$ cat src/rtl/memoria_pkg.sv
// Shared definitions for the memoria memory and its two-port arbiter.
// Holds default geometry and the arbiter FSM state encoding.
package memoria_pkg;

  localparam int ADDR_W = 5;
  localparam int DATA_W = 14;

  typedef enum logic [1:0] {
    ST_IDLE  = 2'd0,
    ST_ISSUE = 2'd1,
    ST_RESP  = 2'd2
  } state_t;

  // Port index that did not win; the round-robin pointer hands the next tie to it.
  function automatic logic other_port(input logic port);
    return ~port;
  endfunction

endpackage

$ cat src/rtl/memarb_pick2.sv
// Combinational winner select between two requesters.
// MEMARB_FIXED_PRIO_EN: port 0 always wins ties; otherwise ties go to the port not granted last.
module memarb_pick2 (
  input  logic req0,
  input  logic req1,
  input  logic last,
  output logic any,
  output logic win
);

`ifdef MEMARB_FIXED_PRIO_EN
  logic unused_last_s;
  assign unused_last_s = last;
`endif

  // Select the winning port index (0 or 1) and flag that a request exists.
  always_comb begin
    any = req0 | req1;
    win = 1'b0;
    if (req0 && req1) begin
`ifdef MEMARB_FIXED_PRIO_EN
      win = 1'b0;
`else
      win = ~last;
`endif
    end else if (req1) begin
      win = 1'b1;
    end else begin
      win = 1'b0;
    end
  end

endmodule

$ cat src/rtl/memoria_arbiter.sv
// Two-port arbiter/sequencer for the memoria memory: IDLE -> ISSUE -> RESP, one op per 3 cycles.
// Tie-break is round-robin unless MEMARB_FIXED_PRIO_EN is defined (port 0 fixed priority).
module memoria_arbiter #(
  parameter int ADDR_W = memoria_pkg::ADDR_W,
  parameter int DATA_W = memoria_pkg::DATA_W
) (
  input  logic              clk,
  input  logic              rst,
  input  logic              req0,
  input  logic              wr0,
  input  logic [ADDR_W-1:0] addr0,
  input  logic [DATA_W-1:0] wdata0,
  output logic              gnt0,
  output logic              done0,
  input  logic              req1,
  input  logic              wr1,
  input  logic [ADDR_W-1:0] addr1,
  input  logic [DATA_W-1:0] wdata1,
  output logic              gnt1,
  output logic              done1,
  output logic [DATA_W-1:0] rdata,
  output logic              mem_en,
  output logic              mem_wr,
  output logic [ADDR_W-1:0] mem_address,
  output logic [DATA_W-1:0] mem_datain,
  input  logic [DATA_W-1:0] mem_dataout
);

  import memoria_pkg::*;

  state_t state_r;
  logic   last_r;
  logic   port_r;
  logic   op_wr_r;
  logic   any_s;
  logic   win_s;

  memarb_pick2 u_pick (
    .req0 (req0),
    .req1 (req1),
    .last (last_r),
    .any  (any_s),
    .win  (win_s)
  );

  // Sequencer FSM; every output is a register written only here.
  always_ff @(posedge clk) begin
    if (rst) begin
      state_r     <= ST_IDLE;
      last_r      <= 1'b1;
      port_r      <= 1'b0;
      op_wr_r     <= 1'b0;
      gnt0        <= 1'b0;
      gnt1        <= 1'b0;
      done0       <= 1'b0;
      done1       <= 1'b0;
      rdata       <= {DATA_W{1'b0}};
      mem_en      <= 1'b0;
      mem_wr      <= 1'b0;
      mem_address <= {ADDR_W{1'b0}};
      mem_datain  <= {DATA_W{1'b0}};
    end else begin
      case (state_r)
        ST_IDLE: begin
          done0 <= 1'b0;
          done1 <= 1'b0;
          if (any_s) begin
            gnt0        <= ~win_s;
            gnt1        <= win_s;
            mem_en      <= 1'b1;
            mem_wr      <= win_s ? wr1 : wr0;
            op_wr_r     <= win_s ? wr1 : wr0;
            mem_address <= win_s ? addr1 : addr0;
            mem_datain  <= win_s ? wdata1 : wdata0;
            port_r      <= win_s;
            last_r      <= win_s;
            state_r     <= ST_ISSUE;
          end else begin
            gnt0    <= 1'b0;
            gnt1    <= 1'b0;
            state_r <= ST_IDLE;
          end
        end
        // The memory samples en=1 at this edge; address/datain stay put afterwards.
        ST_ISSUE: begin
          mem_en  <= 1'b0;
          mem_wr  <= 1'b0;
          gnt0    <= 1'b0;
          gnt1    <= 1'b0;
          state_r <= ST_RESP;
        end
        ST_RESP: begin
          done0 <= ~port_r;
          done1 <= port_r;
          if (!op_wr_r) begin
            rdata <= mem_dataout;
          end else begin
            rdata <= rdata;
          end
          state_r <= ST_IDLE;
        end
        default: begin
          gnt0    <= 1'b0;
          gnt1    <= 1'b0;
          done0   <= 1'b0;
          done1   <= 1'b0;
          mem_en  <= 1'b0;
          mem_wr  <= 1'b0;
          last_r  <= other_port(1'b0);
          state_r <= ST_IDLE;
        end
      endcase
    end
  end

endmodule

$ cat config.mk
export PLATFORM = sky130hd
export DESIGN_NAME = memoria_arbiter
export DESIGN_NICKNAME = d
export VERILOG_FILES = /design/src/rtl/memoria_pkg.sv /design/src/rtl/memarb_pick2.sv /design/src/rtl/memoria_arbiter.sv
export SDC_FILE = /design/constraint.sdc
export NUM_CORES = 1
export LEC_CHECK = 0
export ABC_CLOCK_PERIOD_IN_PS = 2350
export BUFFER_PORTS_ARGS = -buffer_cell sky130_fd_sc_hd__buf_2
export CAP_MARGIN = 20
export CELL_PAD_IN_SITES_DETAIL_PLACEMENT = 1
export CELL_PAD_IN_SITES_GLOBAL_PLACEMENT = 2
export CORE_ASPECT_RATIO = 0.5
export CORE_MARGIN = 4
export CORE_UTILIZATION = 27
export DETAILED_ROUTE_END_ITERATION = 16
export PLACE_DENSITY = 0.84
export SETUP_SLACK_MARGIN = 0.02
export SYNTH_ARGS = -nofsm -noshare
export SYNTH_HDL_FRONTEND = slang
export SYNTH_HIERARCHICAL = 1
export SYNTH_SLANG_ARGS = --single-unit
$ cat constraint.sdc
create_clock -name clk -period 2.35 [get_ports clk]
set_input_delay 0.5875 -clock clk [delete_from_list [all_inputs] [get_ports clk]]
set_output_delay 0.5875 -clock clk [all_outputs]
set_load 0.02 [all_outputs]
==> flow_summary_export.csv <==
group,metric,value,unit
global_routing,globalRouteOverflowTotal,0,
sta,period_needed,1.65,ns
sta,finalHoldWorstSlack,0.451,ns
yosys,asyncSetResetFlopFracSynth,0,
yosys,synth-xor-area-share,0,
global_routing,vias_in_the_first_global_route,1715,
clock_tree,cts.hold.buffers_added,0,
global_routing,grtUsageMet3,0.0379,
detailed_routing,route.final.wire_length,5.02,mm
finish,post_route_cells_drive_above_1_share,0.398,
power_and_ir_drop,net-switching-power,0.000525,W
detailed_routing,detail_route.drc_violations,0,
clock_tree,clk_pin_slew_worst_paths,0.06,ns
clock_tree,clkSinkCount,44,
finish,filler_cell_count,811,
setup_path,critPathKind,"flop to flop",
min_path,worstHoldPathCells,2,
setup_path,critical_path.startpoint_type,"flop",
setup_path,worst-endpoint-arrival,1.78,ns
yosys,synth-simple-area-share,0.155,
yosys,synth_nets,266,
setup_path,reg2reg_setup_slack,0.70,ns
sta,clock-skew-final,0.00269,ns
clock_tree,ctsResizeCount,0,
power_and_ir_drop,switching_share,0.271,
detailed_routing,drt-wirelength-per-cell,13.0,µm
setup_path,worst_r2r_endpoint,"rdata[12]",
min_path,holdPathEnd,"rdata[0]",
global_routing,grt-busiest-layer,"met2",
clock_tree,clk_path_buf_depth,2,
detailed_routing,routed-via-count,1731,
power_and_ir_drop,internal_power,0.00141,W
sta,setup_total_negative_slack,0,ns
detailed_routing,dr.first_iter.drc_count,52,
finish,finish.net_count,357,
floorplanning,fp.dieH,67.3,µm
global_routing,grt_max_degree,42,
floorplanning,placement_rows,21,
floorplanning,starting_utilization_of_the_core_area,0.282,
clock_tree,clock_insertion_delay_worst_skew,0.28,ns
yosys,synth-compound-area-share,0.179,
placement,place.detailed.hpwl,3.93,mm
setup_path,r2r_start,"state_r[0]",
sta,tightestPinTransition,0.659,ns
sta,setup_repair_after_global_routing_missed_its_margin,"false",
setup_path,critPathCaptureType,"flop",
power_and_ir_drop,cellPowerDensity,750,mW/mm²
clock_tree,post-cts-setup-buffers,0,
setup_path,worst_r2r_path_depth,5,
sta,max_clock_freq,0.607,GHz
global_routing,combined_global_route_utilization_of_all_metal_layers,0.120,
setup_path,worstSetupStartpoint,"state_r[0]",
yosys,ys.flop_type,"dfxtp_1",
global_routing,grt_util_met2,0.215,
sta,period_share,0.701,
clock_tree,cts_root_buf,"clkbuf_16",
floorplanning,die_ar,0.00853,mm²
sta,timing.max_slew.rel_slack,0.560,
power_and_ir_drop,seq_power_share,0.434,
global_routing,initial_antenna_violation_count,0,
power_and_ir_drop,leakagePower,1.18,nW
clock_tree,numCtsBuffers,5,
global_routing,grt_first_pass_wirelength,8.20,mm
yosys,synth_area_per_cell,9.37,µm²
yosys,netlist_instances,203,
setup_path,worst-endpoint-required,2.48,ns
floorplanning,area_of_the_core_region,0.00675,mm²
global_routing,met1_usage,0.140,
clock_tree,clock_tree_from_tritoncts,"built",
finish,most_frequent_standard_cell_in_the_layout_excluding_fill_and_tap_cells,"buf_2",
yosys,yosys-mux-area-fraction,0.105,
finish,leading_cell_types_in_the_layout_fill_and_taps_excluded,"buf_2, dfxtp_1, nand2_1, nor2_1, mux2i_1",
yosys,adder_cell_share_of_the_synthesized_area,0.0329,
yosys,synth_top_family_by_area,"compound AO/OA/AOI/OAI gates",
detailed_routing,detail-route-antenna-nets,0,
yosys,synth-seq-cells,44,
yosys,synth-warning-count,6,
power_and_ir_drop,worst_ir_drop_vdd,308,µV
yosys,yosys.cell_types.count,28,
power_and_ir_drop,p_total,0.00193,W
min_path,timing.hold.worst.start,"rdata[0]",
floorplanning,chipWidth,127,µm
detailed_routing,avgViaCountPerCell,4.48,
run,max-cap-violations,0,
yosys,synth-edff-count,0,
detailed_routing,drtPass1Iterations,2,
power_and_ir_drop,clockPowerShare,0.367,
clock_tree,h-tree-depth,2,
min_path,hold_class,"flop to flop",
power_and_ir_drop,share_comb_of_total_power,0.199,
yosys,seq_area_frac_synth,0.463,
sta,slew_violations,0,
sta,hold_viol_final,0,
placement,io_buf_count,96,
yosys,syn_area,0.00190,mm²
finish,antenna_cells_inserted,0,
setup_path,cp_max_fo,14,
floorplanning,count_of_boundary_i_o_pins,97,
placement,placer_congestion_estimate,0.745,
sta,finalSetupViolations,0,
status,status,"complete, no violations",
finish,synthToLayoutAreaGrowth,35.7,%
[power groups by stage]
stage                     Sequential, W  Clock [W]  Combinational (W)
after floorplan                0.000917          0           0.000204
after global placement         0.000854          0           0.000379
after detailed placement       0.000858          0           0.000392
after CTS                      0.000842   0.000742           0.000392
after global routing           0.000847   0.000772           0.000429
final                          0.000840   0.000709           0.000385
[worst max-delay path by stage]
stage / end / depth (start not counted) / slack [ns]
after global routing: rdata[6] / 5 / 0.48
after floorplan: op_wr_r / 5 / 0.79
final: rdata[12] / 5 / 0.70
after detailed placement: mem_datain[9] / 6 / 0.53
after CTS: rdata[12] / 5 / 0.68
after global placement: mem_address[3] / 6 / 0.63
[layout make-up]
cell class / count / area [µm²] / share of cell area
inverters: 3 / 11.3 / 0.00436
repair buffers: 100 / 510 / 0.198
flip-flops and latches: 44 / 881 / 0.341
clock buffers: 7 / 153 / 0.0592
well taps: 92 / 115 / 0.0446
multi-input cells: 140 / 910 / 0.353
[Yosys cell counts (2+ instances only)]
| library cell | n | area, µm² |
|---|---|---|
| ha_1 | 5 | 62.6 |
| nor2_1 | 25 | 93.8 |
| dfxtp_1 | 44 | 881 |
| a211oi_1 | 11 | 82.6 |
| nor2b_1 | 3 | 18.8 |
| buf_6 | 5 | 56.3 |
| inv_1 | 3 | 11.3 |
| nand2_1 | 33 | 124 |
| a21oi_1 | 19 | 95.1 |
| a211oi_2 | 9 | 113 |
| mux2i_1 | 20 | 200 |
| buf_2 | 5 | 25.0 |
| buf_4 | 2 | 15.0 |
| o21ai_0 | 3 | 15.0 |
| clkbuf_1 | 3 | 11.3 |
[per-stage QoR]
stage                     utilization  setup WS [ns]  cell area (µm²)  std cells
after floorplan                     -          0.795             1900        203
after detailed placement        0.359          0.530             2430        379
after global routing            0.382          0.484             2580        386
after CTS                       0.382          0.680             2580        386
after global placement          0.359          0.629             2430        379
final                           0.382          0.702             2580        386
[logic make-up after synthesis]
logic type	Yosys count
fa+ha+maj	5
buf+inv	19
simple gates	69
mux	20
compound gates	46
flops	44
[per-layer routing]
layer  up-vias  routed length (µm)
met5         -                   0
met4         0                  58
met3         5                 267
met2        37                2570
met1       819                2130
li1        870                   -
[worst max-delay path, cell delays in order (launching register included)]
cell	delay [ns]
dfxtp_1	0.33
inv_1	0.11
ha_1	0.40
nand2b_1	0.39
nand2_1	0.19
a21oi_1	0.08
[state kept, by name, summed over array words and instances, names as in the netlist, 2 cells and up]
name	flops
mem_address	5
mem_datain	14
rdata	14
state_r	2
(Power assumes the default switching activity.)
